--- src/rtl/vdp_cpu_port.sv ---
// CPU-side data/control port of the VDP: address/code latch, VRAM prefetch.
// Define VDP_GG_CRAM_EN for 12-bit two-byte palette writes.
module vdp_cpu_port (
  input  logic        cpu_clk,
  input  logic        rst_n,
  input  logic        cpu_sel,
  input  logic        cpu_wr,
  input  logic        cpu_port,
  input  logic [7:0]  cpu_din,
  output logic [7:0]  cpu_dout,
  output logic        cpu_ready,
  input  logic [7:0]  status_in,
  output logic        status_rd,
  output logic [13:0] vram_a,
  output logic        vram_we,
  output logic [7:0]  vram_d,
  input  logic [7:0]  vram_q,
  output logic        cram_we,
  output logic [4:0]  cram_a,
  output logic [11:0] cram_d,
  output logic        reg_we,
  output logic [3:0]  reg_a,
  output logic [7:0]  reg_d
);

  typedef enum logic [1:0] {
    IDLE,
    FETCH,
    CAPTURE
  } state_t;

  state_t      state, state_nxt;
  logic [13:0] addr, addr_nxt;
  logic [13:0] addr_inc;
  logic [1:0]  code, code_nxt;
  logic        flag, flag_nxt;
  logic [7:0]  rbuf, rbuf_nxt;
  logic [7:0]  dout_nxt;

  logic        vram_we_nxt;
  logic [13:0] vram_a_nxt;
  logic [7:0]  vram_d_nxt;
  logic        cram_we_nxt;
  logic [4:0]  cram_a_nxt;
  logic [11:0] cram_d_nxt;
  logic        reg_we_nxt;
  logic [3:0]  reg_a_nxt;
  logic [7:0]  reg_d_nxt;
  logic        status_rd_nxt;

  logic        accept;
  logic        ctl_wr_lo;
  logic        ctl_wr_hi;
  logic        ctl_rd;
  logic        dat_wr;
  logic        dat_rd;

`ifdef VDP_GG_CRAM_EN
  logic [7:0]  latch, latch_nxt;
`endif

  assign cpu_ready = (state == IDLE);
  assign accept    = cpu_sel & cpu_ready;
  assign addr_inc  = addr + 14'd1;

  assign ctl_wr_lo = cpu_port & cpu_wr & ~flag;
  assign ctl_wr_hi = cpu_port & cpu_wr & flag;
  assign ctl_rd    = cpu_port & ~cpu_wr;
  assign dat_wr    = ~cpu_port & cpu_wr;
  assign dat_rd    = ~cpu_port & ~cpu_wr;

  always_comb begin
    state_nxt     = state;
    addr_nxt      = addr;
    code_nxt      = code;
    flag_nxt      = flag;
    rbuf_nxt      = rbuf;
    dout_nxt      = cpu_dout;
    vram_we_nxt   = 1'b0;
    vram_a_nxt    = vram_a;
    vram_d_nxt    = vram_d;
    cram_we_nxt   = 1'b0;
    cram_a_nxt    = cram_a;
    cram_d_nxt    = cram_d;
    reg_we_nxt    = 1'b0;
    reg_a_nxt     = reg_a;
    reg_d_nxt     = reg_d;
    status_rd_nxt = 1'b0;
`ifdef VDP_GG_CRAM_EN
    latch_nxt     = latch;
`endif

    unique case (state)
      IDLE: begin
        if (accept) begin
          unique case (1'b1)
            ctl_wr_lo: begin
              addr_nxt[7:0] = cpu_din;
              flag_nxt      = 1'b1;
            end
            ctl_wr_hi: begin
              code_nxt = cpu_din[7:6];
              addr_nxt = {cpu_din[5:0], addr[7:0]};
              flag_nxt = 1'b0;
              if (cpu_din[7:6] == 2'd0) begin
                // prefetch uses the freshly assembled address
                state_nxt  = FETCH;
                vram_a_nxt = {cpu_din[5:0], addr[7:0]};
              end
              if (cpu_din[7:6] == 2'd2) begin
                reg_we_nxt = 1'b1;
                reg_a_nxt  = cpu_din[3:0];
                reg_d_nxt  = addr[7:0];
              end
            end
            ctl_rd: begin
              dout_nxt      = status_in;
              status_rd_nxt = 1'b1;
              flag_nxt      = 1'b0;
            end
            dat_wr: begin
              if (code != 2'd3) begin
                vram_we_nxt = 1'b1;
                vram_a_nxt  = addr;
                vram_d_nxt  = cpu_din;
              end else begin
`ifdef VDP_GG_CRAM_EN
                if (addr[0]) begin
                  cram_we_nxt = 1'b1;
                  cram_a_nxt  = addr[5:1];
                  cram_d_nxt  = {cpu_din[3:0], latch};
                end else begin
                  latch_nxt = cpu_din;
                end
`else
                cram_we_nxt = 1'b1;
                cram_a_nxt  = addr[4:0];
                cram_d_nxt  = {cpu_din[5:4], cpu_din[5:4],
                               cpu_din[3:2], cpu_din[3:2],
                               cpu_din[1:0], cpu_din[1:0]};
`endif
              end
              rbuf_nxt = cpu_din;
              addr_nxt = addr_inc;
              flag_nxt = 1'b0;
            end
            dat_rd: begin
              dout_nxt   = rbuf;
              flag_nxt   = 1'b0;
              state_nxt  = FETCH;
              vram_a_nxt = addr;
            end
            default: ;
          endcase
        end
      end
      FETCH: begin
        state_nxt = CAPTURE;
      end
      CAPTURE: begin
        rbuf_nxt  = vram_q;
        addr_nxt  = addr_inc;
        state_nxt = IDLE;
      end
      default: begin
        state_nxt = IDLE;
      end
    endcase
  end

  always_ff @(posedge cpu_clk) begin
    if (!rst_n) begin
      state     <= IDLE;
      addr      <= '0;
      code      <= '0;
      flag      <= 1'b0;
      rbuf      <= '0;
      cpu_dout  <= '0;
      vram_we   <= 1'b0;
      vram_a    <= '0;
      vram_d    <= '0;
      cram_we   <= 1'b0;
      cram_a    <= '0;
      cram_d    <= '0;
      reg_we    <= 1'b0;
      reg_a     <= '0;
      reg_d     <= '0;
      status_rd <= 1'b0;
    end else begin
      state     <= state_nxt;
      addr      <= addr_nxt;
      code      <= code_nxt;
      flag      <= flag_nxt;
      rbuf      <= rbuf_nxt;
      cpu_dout  <= dout_nxt;
      vram_we   <= vram_we_nxt;
      vram_a    <= vram_a_nxt;
      vram_d    <= vram_d_nxt;
      cram_we   <= cram_we_nxt;
      cram_a    <= cram_a_nxt;
      cram_d    <= cram_d_nxt;
      reg_we    <= reg_we_nxt;
      reg_a     <= reg_a_nxt;
      reg_d     <= reg_d_nxt;
      status_rd <= status_rd_nxt;
    end
  end

`ifdef VDP_GG_CRAM_EN
  always_ff @(posedge cpu_clk) begin
    if (!rst_n) begin
      latch <= '0;
    end else begin
      latch <= latch_nxt;
    end
  end
`endif

endmodule

--- config.mk ---
export PLATFORM = sky130hd
export DESIGN_NAME = vdp_cpu_port
export DESIGN_NICKNAME = d
export VERILOG_FILES = /design/src/rtl/vdp_cpu_port.sv
export SDC_FILE = /design/constraint.sdc
export NUM_CORES = 1
export LEC_CHECK = 0
export BUFFER_PORTS_ARGS = -buffer_cell sky130_fd_sc_hd__buf_2
export CORE_ASPECT_RATIO = 1.4
export CORE_MARGIN = 10
export CORE_UTILIZATION = 35
export DETAILED_ROUTE_END_ITERATION = 6
export PLACE_DENSITY = 0.63
export SYNTH_ARGS = -nofsm -noshare
export SYNTH_HDL_FRONTEND = slang
export SYNTH_SLANG_ARGS = --single-unit
--- constraint.sdc ---
create_clock -name cpu_clk -period 1.8 [get_ports cpu_clk]
set_input_delay 0.09 -clock cpu_clk [delete_from_list [all_inputs] [get_ports cpu_clk]]
set_output_delay 0.09 -clock cpu_clk [all_outputs]
set_load 0.1 [all_outputs]
Yosys cells after proc, flatten, opt, wreduce, memory -nomap -nowiden
Index checks and enable logic that the tools add are counted.
- equal/unequal tests: 12
- add/subtract/negate cells: 1
- shift operators: 0
- bitwise operators: 11
- multiplexer cells: 20
- order comparisons: 0
- divide/modulo/power cells: 0
- $mul: 0
- reductions and logical operators: 21
- operators by type and width (operator ; count):
    8-bit one-hot mux with 2 select lines ; 3
    14-bit two-way mux ; 3
    14-bit one-hot mux with 3 select lines ; 1
    14-bit one-hot mux with 2 select lines ; 1
    3-bit AND reduction ; 8
    4-bit AND reduction ; 5
    8-bit two-way mux ; 2
    14-bit by 1-bit adder with 14-bit output (second input constant) ; 1
    6-bit one-hot mux with 2 select lines ; 1
    3-bit by 1-bit inequality test with 1-bit output (second input constant) ; 3
    2-bit by 1-bit inequality test with 1-bit output (second input constant) ; 4
    2-bit one-hot mux with 2 select lines ; 2
    1-bit AND ; 7
    2-bit nonzero test ; 3
    5-bit AND reduction ; 1
    2-bit == test (second input constant) ; 2
    2-bit zero test ; 2
    1-bit two-way mux ; 4
    2-bit two-way mux ; 2
    1-bit NOT ; 4
    4-bit OR reduction ; 1
    3-bit by 2-bit inequality test with 1-bit output (second input constant) ; 1
    3-bit nonzero test ; 1
    2-bit by 1-bit == test with 1-bit output (second input constant) ; 1
    other kinds (2) ; 2
- latch bits: 0
- bits in registers: 90
- memories: 0
- RAM bits: 0
- input bits: 29
- ROM bits: 0
- output and inout port bits: 64

Depth between registers and ports, before layout
Gate-level depths: netlist of the first run.
- depth after elaboration: 5
- depth in mapped cells: 9
- depth with buffers taken out: 6

Worst setup path after synthesis of the first run
Ideal clock, no wire load.
- kind: register -> register
- start point: register state[0]
- end point: register reg_a[1]
- stages on the path, launching flop included: 9
- clock period less this slack: 2184 ps
- required time: 1672 ps
- data arrival time: 2056 ps
- path slack: -384 ps
- library setup time: 128 ps
- cell sequence: dfxtp_1 -> buf_4 -> nor2_4 -> nand4_2 -> or3b_1 -> buf_2 -> buf_6 -> mux2i_1 -> nor2_1
- word-level cells in the longest chain between the ends: 3
- RTL lines (element ; line ; RTL):
    from (decl) ; 32 ; state_t state, state_nxt;
    from (signal assigned) ; 190 ; state <= state_nxt;
    2-bit zero test (*) ; 62 ; assign cpu_ready = (state == IDLE);
    net cpu_ready ; 11 ; output logic cpu_ready,
    1-bit AND ; 63 ; assign accept = cpu_sel & cpu_ready;
    4-bit AND reduction (no line) (*) ; -- ;
    to (signal assigned) ; 203 ; reg_a <= reg_a_nxt;
    to (decl) ; 22 ; output logic [3:0] reg_a,
The timed path passes the listed nets; every way through them passes the cells marked *.
A chain may end at the register's enable or synchronous reset.

Final worst setup path of the first run
- start point: register addr[0]
- end point: register addr[10]
- word-level cells in the longest chain between the ends: 4
- RTL lines (element ; line ; RTL):
    from (decl) ; 33 ; logic [13:0] addr, addr_nxt;
    from (signal assigned) ; 191 ; addr <= addr_nxt;
    14-bit by 1-bit adder with 14-bit output (*) ; 64 ; assign addr_inc = addr + 14'd1;
    6-bit one-hot mux with 2 select lines ; 96 ; unique case (1'b1)
    14-bit two-way mux ; 95 ; if (accept) begin
    14-bit one-hot mux with 2 select lines (*) ; 93 ; unique case (state)
Mark *: on every way between the ends. The rest lies on a longest branch, timed or not. The select of a mux whose other input is x is not followed.

==> impl_metrics.py, run 1 <==
metrics = {
    "run_status": {
        "status": "completed",
    },
    "clock_network": {
        "clock_latency_ns": 0.34,
        "total_clock_buffers_created_by_cts": 9,
        "postCtsSetupBuffers": 0,
        "tritoncts_num_sinks": 84,
        "tritoncts": "built",
        "cts_root_buffer": "sky130_fd_sc_hd__clkbuf_16",
        "post_cts.resized_instances": 0,
        "path_clk_slew_ns": 0.06,
        "postCtsHoldBufs": 0,
        "cts_max_path_buffers": 2,
        "cts_htree_levels": 3,
    },
    "layout": {
        "diode_insertion_count_for_antenna_repair": 0,
        "areaGrowthSynthToFinish_pct": 27.3,
        "num-nets-final": 534,
        "finalInstanceArea_um2": 4710,
        "drive_above_1_share_pct": 29.5,
        "final.fill_count": 1058,
    },
    "global_route": {
        "first_global_vias": 3288,
        "grt_overflow": 0,
        "grt_first_pass_wirelength_mm": 17.1,
        "combined_global_route_utilization_of_all_metal_layers_pct": 14.1,
        "antenna_found_initial": 0,
        "grt_max_degree": 35,
    },
    "worst_setup_path": {
        "critical_path.max_stage_delay_ns": 0.38,
        "worst-r2r-cell-count": 5,
        "criticalPathCategory": "flip-flop to flip-flop",
        "timing.critical_path.cells": "ha_2 -> nand3_1 -> nor2_1 -> a211oi_1 -> a2111oi_2",
        "critical_path.startpoint_type": "flip-flop",
        "critical_path_required_ns": 2.02,
        "critical_path_arrival_ns": 1.95,
        "worst_setup_path_end_kind": "flip-flop",
        "critical_path_buf_inv_count": 0,
        "cp_num_cells": 5,
        "critical-path-slowest-cell": "sky130_fd_sc_hd__a2111oi_2",
        "crit_fanout": 5,
        "worst_path_dominant_cell_family": "compound AO/OA/AOI/OAI gates",
    },
    "synthesis": {
        "syn_area_per_cell_um2": 8.94,
        "synthCells": 414,
        "yosys_warnings": 0,
        "synth.net_count": 444,
        "yosysSeqAreaShare_pct": 45.4,
        "netlist.area_leader.share_pct": 45.4,
        "library_cells_used_by_synthesis": 50,
        "largest_cells_by_area_after_synthesis": "sky130_fd_sc_hd__dfxtp_1 45%, sky130_fd_sc_hd__mux2i_1 15%, sky130_fd_sc_hd__nor2_1 8.5%, sky130_fd_sc_hd__a211oi_1 3.0%, sky130_fd_sc_hd__nand2_1 2.7%",
        "synthesis.area_um2": 3700,
        "ys_seq_elements": 84,
        "post-synth-top-area-cell": "sky130_fd_sc_hd__dfxtp_1",
    },
    "sta": {
        "setup-tns-final_ns": 0,
        "worst_slew_pin_slew_ns": 0.653,
        "max_transition_margin_pct": 56.4,
        "timing_max_transition_violations_final": 0,
        "final_hold_viol_count": 0,
        "fin_skew_ns": 0.00625,
        "fin_crit_sh_pct": 95.9,
        "final-setup-viol-count": 0,
        "grt_setup_unrepaired": "no",
        "achievable-frequency_mhz": 579,
        "post-route-min-period_ns": 1.73,
    },
    "place": {
        "detailed_place_hpwl_mm": 7.99,
        "dpl-instance-area_um2": 4370,
        "gpl.final_weighted_congestion": 0.905,
        "buffer_ports.inserted": 92,
    },
    "floorplan": {
        "floorplan.die.height_um": 142,
        "total_number_of_placement_rows": 44,
        "starting_utilization_of_the_core_area_pct": 35.8,
        "die_w_um": 107,
        "io_pins": 93,
        "core_region_area_um2": 10300,
        "die_area_um2": 15200,
    },
    "drt": {
        "route.final.wire_length_mm": 10.8,
        "drt_pre_antenna_iters": 4,
        "initialDrtViolationCount": 149,
        "wl_per_cell_um": 16.7,
        "routed_via_density": 5.06,
        "m1WireLength_mm": 4.60,
        "met2RoutedLength_mm": 5.36,
        "route.vias.total": 3273,
        "antenna_violating_nets_remaining": 0,
        "highest-signal-layer": "met4",
        "wl_met3_um": 670,
        "drc": 0,
    },
    "power_and_ir_drop": {
        "worst_vdd_ir_uv": 580,
        "total_power_mw": 4.66,
        "power.density_nw_per_um2": 989,
        "static_leakage_nw": 2.11,
    },
    "flow_run": {
        "drv.max_cap_violation_count": 0,
    },
    "worst_hold_path": {
        "hold-path-cell-count": 3,
        "worstHoldPathType": "input pin to flip-flop",
    },
}
## cells by family (layout without fill, tap and decap cells)
group | after synthesis | count (layout) | share of synthesized area [%]
flops | 84 | 84 | 45.4
fa+ha+maj | 1 | 1 | 0.338
compound gates | 75 | 75 | 13.6
buf+inv | 42 | 137 | 6.02
mux | 55 | 55 | 14.9
simple gates | 157 | 157 | 19.8
## sequential cells by signal (all words and copies together), names as in the netlist
| signal | flops |
|---|---|
| cpu_dout | 8 |
| reg_d | 8 |
| vram_d | 8 |
| cram_a | 5 |
| vram_we | 1 |
| rbuf | 8 |
| flag | 1 |
| cram_d | 6 |
| vram_a | 14 |
| status_rd | 1 |
| reg_we | 1 |
| state | 2 |
| cram_we | 1 |
| addr | 14 |
| code | 2 |
| reg_a | 4 |
## power by group
part / switching [mW] / leakage [nW] / total, mW / internal, mW
logic: 0.495 / 1.26 / 0.679 / 0.184
registers: 0.0387 / 0.683 / 1.96 / 1.92
clock network: 0.730 / 0.158 / 2.02 / 1.29
total: 1.26 / 2.11 / 4.66 / 3.40
## per-layer routing
metal	global-route usage, %	vias up
met4	4.86	0
met1	15.9	1540
met5	0	-
met3	4.35	11
li1	-	1631
met2	24.5	91
## final timing paths
kind | slack (ns) | startpoint | to
setup / recovery | 0.07 | addr[0] | addr[10]
hold / removal | 0.04 | status_in[3] | cpu_dout[3]
setup reg to reg | 0.07 | addr[0] | addr[10]
hold reg to reg | 0.48 | rbuf[6] | cpu_dout[6]
## cells in the mapped netlist, drive strengths merged
library cell	n
nand3b	1
nand3	6
nor2	86
or3	1
a311oi	9
o32ai	1
o211a	1
buf	22
a21oi	16
o221a	2
o22ai	2
nor4b	1
a31oi	4
inv	2
o21a	4
and2	7
nor4	3
ha	1
nor2b	3
and3	1
nand2b	1
a32oi	1
clkbuf	17
and4	2
nand2	27
or3b	1
mux2i	55
nor3	6
nor3b	2
nand4	4
a211oi	15
a21o	1
clkinv	1
o21ai	18
dfxtp	84
nand4b	1
or2	3
or4	1
a2111oi	1
## area by class of cell
cell class,instances,area (um2),share of cell area (%)
inverter,3,11.3,0.239
clock inverter,5,83.8,1.78
sequential,84,1680,35.7
tap,138,173,3.66
multi-input combinational,288,1820,38.5
clock buffer,11,253,5.36
timing repair buffer,118,693,14.7
## layout by cell type (no fill, tap or decap), types with 2 or more instances in the layout
| master | netlist | layout |
|---|---|---|
| sky130_fd_sc_hd__or2_2 | 2 | 2 |
| sky130_fd_sc_hd__and2_1 | 6 | 6 |
| sky130_fd_sc_hd__inv_1 | 2 | 2 |
| sky130_fd_sc_hd__nor2_2 | 1 | 2 |
| sky130_fd_sc_hd__a31oi_1 | 4 | 4 |
| sky130_fd_sc_hd__nand2_1 | 27 | 27 |
| sky130_fd_sc_hd__buf_12 | 0 | 3 |
| sky130_fd_sc_hd__buf_4 | 11 | 23 |
| sky130_fd_sc_hd__mux2i_1 | 55 | 55 |
| sky130_fd_sc_hd__bufinv_16 | 0 | 2 |
| sky130_fd_sc_hd__nor3_1 | 6 | 6 |
| sky130_fd_sc_hd__nor2_1 | 84 | 83 |
| sky130_fd_sc_hd__nand3_1 | 6 | 6 |
| sky130_fd_sc_hd__o221a_2 | 2 | 2 |
| sky130_fd_sc_hd__clkinvlp_4 | 0 | 2 |
| sky130_fd_sc_hd__clkbuf_8 | 0 | 2 |
| sky130_fd_sc_hd__o22ai_1 | 2 | 2 |
| sky130_fd_sc_hd__nor2b_1 | 3 | 3 |
| sky130_fd_sc_hd__o21a_1 | 4 | 4 |
| sky130_fd_sc_hd__a21oi_1 | 16 | 16 |
| sky130_fd_sc_hd__dfxtp_1 | 84 | 83 |
| sky130_fd_sc_hd__buf_2 | 6 | 92 |
| sky130_fd_sc_hd__nor4_1 | 2 | 2 |
| sky130_fd_sc_hd__clkbuf_16 | 0 | 9 |
| sky130_fd_sc_hd__nand4_1 | 3 | 3 |
| sky130_fd_sc_hd__a311oi_1 | 9 | 9 |
| sky130_fd_sc_hd__and4_1 | 2 | 2 |
| sky130_fd_sc_hd__a211oi_1 | 15 | 15 |
| sky130_fd_sc_hd__o21ai_0 | 17 | 17 |
## tightest hold or removal path, cell delays in order
cell	delay, ns
sky130_fd_sc_hd__buf_2	0.09
sky130_fd_sc_hd__o21ai_0	0.06
sky130_fd_sc_hd__a311oi_1	0.08
## stage by stage
step,hold WS (ns),worst slack (ns),util [%],instances
floorplan,0.234,-0.315,-,414
finish,0.0364,0.0730,45.5,647
CTS,0.0292,0.00507,45.5,647
global placement,0.382,0.0773,42.2,631
detailed placement,0.386,0.0118,42.2,631
global route,0.0503,0.0131,45.5,647
Note: power is estimated with default switching activity, not from simulation.
==> run 2, diff against run 1 <==
--- a/config.mk
+++ b/config.mk
@@ -8,9 +8,9 @@
 export BUFFER_PORTS_ARGS = -buffer_cell sky130_fd_sc_hd__buf_2
 export CORE_ASPECT_RATIO = 1.4
 export CORE_MARGIN = 10
-export CORE_UTILIZATION = 35
+export CORE_UTILIZATION = 37
 export DETAILED_ROUTE_END_ITERATION = 6
-export PLACE_DENSITY = 0.63
+export PLACE_DENSITY = 0.65
 export SYNTH_ARGS = -nofsm -noshare
 export SYNTH_HDL_FRONTEND = slang
 export SYNTH_SLANG_ARGS = --single-unit
==> run 2 against run 1 <==
Non-clock buffer count up 1. Count of clock-buffer cells in the layout shrank 1. Register-to-register slack gained 0.03 ns. Power is 3.7% lower. Utilization grew 1.8 points.
==> impl_metrics.py, run 2 (synthesis gave the netlist of run 1 again) <==
metrics = {
    "run_status": {
        "status": "completed",
    },
    "floorplan": {
        "core_region_area_um2": 9850,
        "die_w_um": 105,
        "die_area_um2": 14500,
        "io_pins": 93,
        "starting_utilization_of_the_core_area_pct": 37.6,
        "floorplan.die.height_um": 138,
        "total_number_of_placement_rows": 43,
    },
    "place": {
        "buffer_ports.inserted": 92,
        "gpl.final_weighted_congestion": 0.942,
        "detailed_place_hpwl_mm": 7.92,
        "dpl-instance-area_um2": 4360,
        "pre_cts_ws_ns": 0.152,
    },
    "global_route": {
        "grt_max_degree": 31,
        "first_global_vias": 3254,
        "antenna_found_initial": 0,
        "grt_first_pass_wirelength_mm": 17.3,
        "grt_overflow": 0,
        "combined_global_route_utilization_of_all_metal_layers_pct": 14.8,
    },
    "worst_setup_path": {
        "r2r-start": "state[0]",
        "criticalPathCategory": "flip-flop to flip-flop",
        "critical_path.most_common_cell": "sky130_fd_sc_hd__nor2_1",
        "critical_path_buf_inv_count": 1,
        "critical_path_required_ns": 2.02,
        "critical_path.startpoint_type": "flip-flop",
        "worst_setup_path_end_kind": "flip-flop",
        "critical_path_arrival_ns": 1.91,
        "critical_path.max_stage_delay_ns": 0.42,
        "critical-path-slowest-cell": "sky130_fd_sc_hd__nor3b_1",
        "worst_path_dominant_cell_family": "simple AND/OR/NAND/NOR gates",
        "crit_fanout": 11,
        "timing.critical_path.cells": "nor3b_1 -> nand2_1 -> nor2_1 -> buf_12 -> mux2i_1 -> nor2_1",
        "crit_start": "state[0]",
    },
    "clock_network": {
        "post_cts.resized_instances": 0,
        "cts_root_buffer": "sky130_fd_sc_hd__clkbuf_16",
        "postCtsHoldBufs": 0,
        "clock_latency_ns": 0.34,
        "cts_max_path_buffers": 2,
        "cts_htree_levels": 3,
        "total_clock_buffers_created_by_cts": 9,
        "postCtsSetupBuffers": 0,
        "tritoncts_num_sinks": 84,
        "tritoncts": "built",
        "path_clk_slew_ns": 0.07,
    },
    "layout": {
        "final.fill_count": 981,
        "layout.core_utilization_pct": 47.3,
        "num-nets-final": 535,
        "reg_top3": "addr: 14 flops, vram_a: 14 flops",
        "diode_insertion_count_for_antenna_repair": 0,
        "multiInputGateArea_um2": 1810,
        "finalInstanceArea_um2": 4660,
        "sequential_cell_area_um2": 1680,
        "drive_above_1_share_pct": 28.8,
        "areaGrowthSynthToFinish_pct": 25.9,
        "most_used_cells_in_the_layout_excluding_fill_and_tap_cells": "92 x sky130_fd_sc_hd__buf_2, 84 x sky130_fd_sc_hd__dfxtp_1, 83 x sky130_fd_sc_hd__nor2_1",
        "layout_commonest_cell": "sky130_fd_sc_hd__buf_2",
    },
    "worst_hold_path": {
        "worstHoldPathType": "input pin to flip-flop",
        "source_of_the_worst_hold_timing_path": "status_in[4]",
    },
    "sta": {
        "final_worst_hold_slack_ns": 0.0241,
        "final.setup.worst_slack_ns": 0.105,
        "achievable-frequency_mhz": 590,
        "fin_skew_ns": 0.0101,
        "final-setup-viol-count": 0,
        "grt_setup_unrepaired": "yes",
        "max_transition_margin_pct": 65.3,
        "fin_crit_sh_pct": 94.2,
        "timing_max_transition_violations_final": 0,
        "post-route-min-period_ns": 1.70,
        "final_hold_viol_count": 0,
        "worst_slew_pin_slew_ns": 0.524,
    },
    "drt": {
        "antenna_violating_nets_remaining": 0,
        "routed_via_density": 5.03,
        "initialDrtViolationCount": 227,
        "route.vias.total": 3243,
        "wl_per_cell_um": 16.5,
        "route.final.wire_length_mm": 10.7,
        "drt_pre_antenna_iters": 4,
        "drc": 0,
    },
    "flow_run": {
        "drv.max_cap_violation_count": 0,
    },
    "power_and_ir_drop": {
        "total_power_mw": 4.49,
        "static_leakage_nw": 2.09,
        "power.density_nw_per_um2": 964,
        "worst_vdd_ir_uv": 509,
    },
}
-- run 2: cell type report --
| type | count | area share [%] |
|---|---|---|
| clock buffer | 10 | 4.91 |
| clock inverter | 6 | 1.53 |
| inverter | 3 | 0.242 |
| multi-input combinational | 288 | 38.8 |
| sequential | 84 | 36.1 |
| tap | 135 | 3.63 |
| timing repair buffer | 119 | 14.8 |
-- run 2: path summary, 6_finish.rpt --
check,depth (start not counted),endpoint,slack (ns)
min reg2reg,2,cpu_dout[7],0.47
max reg2reg,6,cram_d[2],0.10
max,6,cram_d[2],0.10
min,3,cpu_dout[4],0.02
-- run 2: worst register-to-register path: stages (launching register included) --
cell and delay [ns]:
sky130_fd_sc_hd__dfxtp_1 0.37, sky130_fd_sc_hd__nor3b_1 0.42, sky130_fd_sc_hd__nand2_1 0.13, sky130_fd_sc_hd__nor2_1 0.21
sky130_fd_sc_hd__buf_12 0.19, sky130_fd_sc_hd__mux2i_1 0.19, sky130_fd_sc_hd__nor2_1 0.05
-- run 2: routing by layer --
layer	track usage (%)	vias to the layer above	wire length, um
met2	24.3	114	5190
met5	0	-	0
met4	7.20	0	272
met1	16.9	1481	4540
met3	4.51	18	663
li1	-	1630	-
-- run 2: through the flow --
step / TNS (ns) / instances
2_1_floorplan: -4.35 / 414
3_3_place_gp: 0 / 629
3_5_place_dp: 0 / 629
4_1_cts: 0 / 645
5_1_grt: -1.19 / 645
6_report: 0 / 645
-- run 2: where the power goes --
part           total (mW)  switching, mW  internal, mW  leakage (nW)
Sequential           1.96         0.0397          1.92         0.683
Combinational       0.669          0.491         0.178          1.26
Clock                1.86          0.772          1.09         0.140
Total                4.49           1.30          3.19          2.09
